`src/rtl/hazard_pkg.sv`:
```
// Shared types and constants for the pipeline hazard controller.
package hazard_pkg;

   localparam int unsigned REG_W     = 5;
   localparam int unsigned FSM_CNT_W = 4;

   // Execute operand source select
   typedef enum logic [1:0] {
      FWD_RF  = 2'b00,
      FWD_WB  = 2'b01,
      FWD_MEM = 2'b10
   } fwd_sel_t;

   // ResultSrcE encoding that marks a load
   localparam logic [1:0] RESULT_SRC_LOAD = 2'b01;

   // Multi-cycle hold sequencer states
   typedef enum logic {
      HZ_IDLE = 1'b0,
      HZ_BUSY = 1'b1
   } hz_state_t;

endpackage

```
`src/rtl/hazard_fwd_sel.sv`:
```
// Forwarding select for one Execute operand; Memory stage wins over Writeback.
module hazard_fwd_sel
   import hazard_pkg::*;
(
   input  logic [REG_W-1:0] rs,
   input  logic             reg_write_m,
   input  logic [REG_W-1:0] rd_m,
   input  logic             reg_write_w,
   input  logic [REG_W-1:0] rd_w,
   output fwd_sel_t         sel
);

   // Priority select; x0 is never forwarded
   always_comb begin
      sel = FWD_RF;
      if (reg_write_m && (rd_m != '0) && (rd_m == rs)) begin
         sel = FWD_MEM;
      end else if (reg_write_w && (rd_w != '0) && (rd_w == rs)) begin
         sel = FWD_WB;
      end
   end

endmodule

```
`src/rtl/hazard_ctrl.sv`:
```
// Hazard and sequencing controller: forwarding, load-use stall, branch flush,
// multi-cycle Execute hold and a saturating stall-cycle counter.
module hazard_ctrl
   import hazard_pkg::*;
#(
   parameter int unsigned MULTI_LAT = 4,
   parameter int unsigned CNT_W     = 16
) (
   input  logic             clk,
   input  logic             rst_n,
   input  logic [REG_W-1:0] Rs1D,
   input  logic [REG_W-1:0] Rs2D,
   input  logic [REG_W-1:0] Rs1E,
   input  logic [REG_W-1:0] Rs2E,
   input  logic [REG_W-1:0] RdE,
   input  logic             RegWriteE,
   input  logic [1:0]       ResultSrcE,
   input  logic             MultiE,
   input  logic             PCSrcE,
   input  logic             RegWriteM,
   input  logic [REG_W-1:0] RdM,
   input  logic             RegWriteW,
   input  logic [REG_W-1:0] RdW,
   output logic [1:0]       ForwardAE,
   output logic [1:0]       ForwardBE,
   output logic             StallF,
   output logic             StallD,
   output logic             StallE,
   output logic             FlushD,
   output logic             FlushE,
   output logic             BubbleM,
   output logic [CNT_W-1:0] StallCount
);

   localparam logic [FSM_CNT_W-1:0] HOLD_LOAD = FSM_CNT_W'(MULTI_LAT - 2);

   hz_state_t             state, state_nxt;
   logic [FSM_CNT_W-1:0]  cnt, cnt_nxt;
   logic                  mc_stall;
   logic                  lw_stall;
   fwd_sel_t              fwd_a, fwd_b;

   // Operand A and B forwarding selects
   hazard_fwd_sel u_fwd_a (
      .rs          (Rs1E),
      .reg_write_m (RegWriteM),
      .rd_m        (RdM),
      .reg_write_w (RegWriteW),
      .rd_w        (RdW),
      .sel         (fwd_a)
   );

   hazard_fwd_sel u_fwd_b (
      .rs          (Rs2E),
      .reg_write_m (RegWriteM),
      .rd_m        (RdM),
      .reg_write_w (RegWriteW),
      .rd_w        (RdW),
      .sel         (fwd_b)
   );

   assign ForwardAE = fwd_a;
   assign ForwardBE = fwd_b;

   // Sequencer state and hold counter
   always_ff @(posedge clk or negedge rst_n) begin
      if (!rst_n) begin
         state <= HZ_IDLE;
         cnt   <= '0;
      end else begin
         state <= state_nxt;
         cnt   <= cnt_nxt;
      end
   end

   // Next state and multi-cycle stall; a taken branch pre-empts entry
   always_comb begin
      state_nxt = state;
      cnt_nxt   = cnt;
      mc_stall  = 1'b0;
      case (state)
         HZ_IDLE: begin
            if (MultiE && !PCSrcE) begin
               mc_stall  = 1'b1;
               cnt_nxt   = HOLD_LOAD;
               state_nxt = HZ_BUSY;
            end
         end
         HZ_BUSY: begin
            if (cnt != '0) begin
               mc_stall = 1'b1;
               cnt_nxt  = cnt - FSM_CNT_W'(1);
            end else begin
               state_nxt = HZ_IDLE;
            end
         end
         default: state_nxt = HZ_IDLE;
      endcase
   end

   // Load-use detection against the load sitting in Execute
   always_comb begin
      lw_stall = RegWriteE && (ResultSrcE == RESULT_SRC_LOAD) && (RdE != '0) &&
                 ((RdE == Rs1D) || (RdE == Rs2D));
   end

   // Stall/flush equations; the held Execute op is never flushed, reset forces all low
   always_comb begin
      StallF  = 1'b0;
      StallD  = 1'b0;
      StallE  = 1'b0;
      BubbleM = 1'b0;
      FlushD  = 1'b0;
      FlushE  = 1'b0;
      if (rst_n) begin
         StallF  = lw_stall | mc_stall;
         StallD  = lw_stall | mc_stall;
         StallE  = mc_stall;
         BubbleM = mc_stall;
         FlushD  = PCSrcE & ~mc_stall;
         FlushE  = (lw_stall | PCSrcE) & ~mc_stall;
      end
   end

   // Saturating count of fetch-stall cycles
   always_ff @(posedge clk or negedge rst_n) begin
      if (!rst_n) begin
         StallCount <= '0;
      end else if (StallF && (StallCount != '1)) begin
         StallCount <= StallCount + CNT_W'(1);
      end
   end

endmodule

```
`config.mk`:
```
export PLATFORM = sky130hd
export DESIGN_NAME = hazard_ctrl
export DESIGN_NICKNAME = d
export VERILOG_FILES = /design/src/rtl/hazard_pkg.sv /design/src/rtl/hazard_fwd_sel.sv /design/src/rtl/hazard_ctrl.sv
export SDC_FILE = /design/constraint.sdc
export NUM_CORES = 1
export LEC_CHECK = 0
export BUFFER_PORTS_ARGS = -buffer_cell sky130_fd_sc_hd__buf_4
export CELL_PAD_IN_SITES_DETAIL_PLACEMENT = 1
export CELL_PAD_IN_SITES_GLOBAL_PLACEMENT = 2
export CORE_MARGIN = 2
export CORE_UTILIZATION = 29
export DETAILED_ROUTE_END_ITERATION = 7
export PLACE_DENSITY_LB_ADDON = 0.08
export SYNTH_ARGS = -nofsm -noshare
export SYNTH_HDL_FRONTEND = slang
export SYNTH_HIERARCHICAL = 1
export SYNTH_SLANG_ARGS = --single-unit
```
`constraint.sdc`:
```
create_clock -name clk -period 3.4 [get_ports clk]
set_input_delay 0.68 -clock clk [delete_from_list [all_inputs] [get_ports clk]]
set_output_delay 0.68 -clock clk [all_outputs]
set_load 0.05 [all_outputs]
```
==> flow_summary.ini <==
[final_layout]
n_antenna_cell = 0
synthToLayoutAreaGrowth_pct = 40.5
final_cell_mix = buf_4, xnor2_1, dfrtp_1
fillers = 616
seqCellArea_um2 = 526
multi_input_area_um2 = 986
layout.nets = 289
mostFrequentLayoutCell = buf_4
drive_gt1_share_pct = 37.8

[global_route]
grt_max_degree = 25
grt_pass1_wl_mm = 8.04
gr-usage-all-layers_pct = 16.1
grt_pass1_vias = 1634
grt_overflow = 0
antenna_found_initial = 0

[pwr]
power-per-cell-area_nw_per_um2 = 610
ir_worst_vdd_mv = 0.586
power_mw = 1.35
leakage_nw = 0.983

[routing]
dr.pass1.iters = 4
routed_wirelength_mm = 4.63
first_iter_violations = 37
drtAntennaViolNets = 0
vias = 1529
viasPerCell = 4.92
route.detailed.drc = 0
wire_per_inst_um = 14.9

[logic_synthesis]
netlist-cell-type-count = 39
ys_seq_area_share_pct = 33.5
synth_ff_type = dfrtp_1
yosys_warnings = 6
async_flop_share_pct = 100
postSynthCellCount = 170
mappedNetlistArea_um2 = 1570
synth_edf_count = 0
synth_seq_cells = 21
synth_area_per_cell_um2 = 9.23
syn-num-nets = 217

[setup_path]
path_max_fanout = 6
required_ps = 2720
critPathLaunchType = primary input
rr_startpoint = StallCount[0]
reg2reg_slack_ps = 1170
rr_worst_depth = 7
endpoint = StallD
criticalPathCategory = primary input to output pin
end_kind = output pin
r2r-end = StallCount[1]
worst_ep_arrival_time_ps = 2050
critPathLaunch = RdE[1]

[floorplan]
start_util_pct = 30.3
fp.coreArea_um2 = 5170
dieWidth_um = 77.6
dieArea_um2 = 6010
die_h_um = 77.6
io_pins = 70
num_rows = 26

[place]
gp_congestion = 0.756
io_buffers = 69
dp_hpwl_mm = 3.86

[sta]
slew_headroom_pct = 61.8
finalHoldViolCount = 0
drv_slew = 0
tns_ps = 0
finClkSkew_ps = 5.10
rsz0062_at_grt = no
post-route-period-util_pct = 80.3
setup_violations = 0
tightest_slew_ps = 571
fin_crit_ps = 2730
clock.fmax_ghz = 0.366
hold_ws_ps = 309

[cts]
hold_buffers = 0
htree_levels = 1
numCtsBuffers = 3
post_cts_resized = 0
root_buffer = clkbuf_8
clock_sinks = 21
cts_setup_buffers = 0
clock_latency_ps = 260
clockBufferDepth = 2
cts_tree = yes
clk_pin_slew_ps = 80

[status]
status = finished, final reports clean

[job]
maxCapViolCount = 0

[min_path]
hp-class = primary input to async pin
Yosys cell counts (2+ instances only):
cell | number | area [um^2]
a21oi_1 | 10 | 50.1
nor3_1 | 7 | 35.0
mux2_1 | 2 | 22.5
dfrtp_1 | 21 | 526
nand4_1 | 2 | 12.5
a31oi_1 | 2 | 12.5
inv_2 | 3 | 11.3
xnor2_1 | 22 | 193
nor3_2 | 2 | 20.0
nor4_1 | 6 | 37.5
and4_1 | 2 | 17.5
nor4b_1 | 2 | 17.5
inv_1 | 4 | 15.0
o41ai_2 | 2 | 32.5
nand2_1 | 13 | 48.8
a211oi_2 | 2 | 25.0
nor4_2 | 2 | 25.0
o21ai_2 | 2 | 17.5
o21ai_0 | 2 | 10.0
ha_1 | 3 | 37.5
nand3_1 | 11 | 55.1
xor2_1 | 15 | 131
nor3b_1 | 3 | 22.5
o22ai_1 | 2 | 12.5
nor2_1 | 11 | 41.3
buf_4 | 2 | 15.0
and3_1 | 3 | 18.8
metal layers:
layer	vias to the layer above	wire (um)	GRT usage, %
met5	-	0	0
met4	0	23	3.21
met3	2	329	3.02
met2	49	2280	28.6
met1	728	2010	20.4
li1	750	-	-
how the worst min path moves through the flow:
stage	to	start	cells after the start
2_1_floorplan	StallCount[0]	rst_n	0
3_3_place_gp	StallCount[6]	StallCount[6]	1
3_5_place_dp	StallCount[6]	StallCount[6]	1
4_1_cts	StallCount[4]	rst_n	1
5_1_grt	cnt[1]	rst_n	1
6_report	cnt[1]	rst_n	1
final cells by class:
type,count,area share [%]
multi-input cells,138,44.7
repair buffers,71,24.2
flip-flops and latches,21,23.8
well taps,70,3.97
clock buffers,3,1.87
inverters,7,1.19
clock inverters,1,0.227
through the flow:
step / setup slack [ps] / util, % / cell area (um^2) / cells
after floorplan: 569 / - / 1570 / 170
after global placement: 685 / 41.7 / 2160 / 307
after detailed placement: 673 / 41.7 / 2160 / 307
after CTS: 660 / 42.6 / 2200 / 311
after global routing: 458 / 42.6 / 2200 / 311
final: 670 / 42.6 / 2200 / 311
sequential cells by signal (all words and copies together), names as in the netlist:
signal / flops
state: 1
cnt: 4
StallCount: 16
kinds of logic (layout without fill, tap and decap cells):
group	count (synthesis)	count (layout)	synth area share, %
AO/OA/AOI/OAI	25	25	12.4
XOR/XNOR	37	37	20.7
adder cells (fa/ha/maj)	3	3	2.39
buffers and inverters	11	82	3.67
flip-flops	21	21	33.5
multiplexers	3	3	2.07
AND/OR/NAND/NOR	70	70	25.3
worst max-delay path, cell delays in order:
cell	delay, ps
buf_4	120
or4_1	540
o21ai_2	170
inv_2	70
a21oi_4	160
inv_2	90
buf_4	200
where the power goes:
group	internal (mW)	switching [mW]	leakage, nW
logic	0.266	0.491	0.696
clock network	0.0816	0.0853	0.0255
registers	0.331	0.0904	0.261
total	0.678	0.667	0.983
No activity file was read; power rests on OpenSTA's default activity.
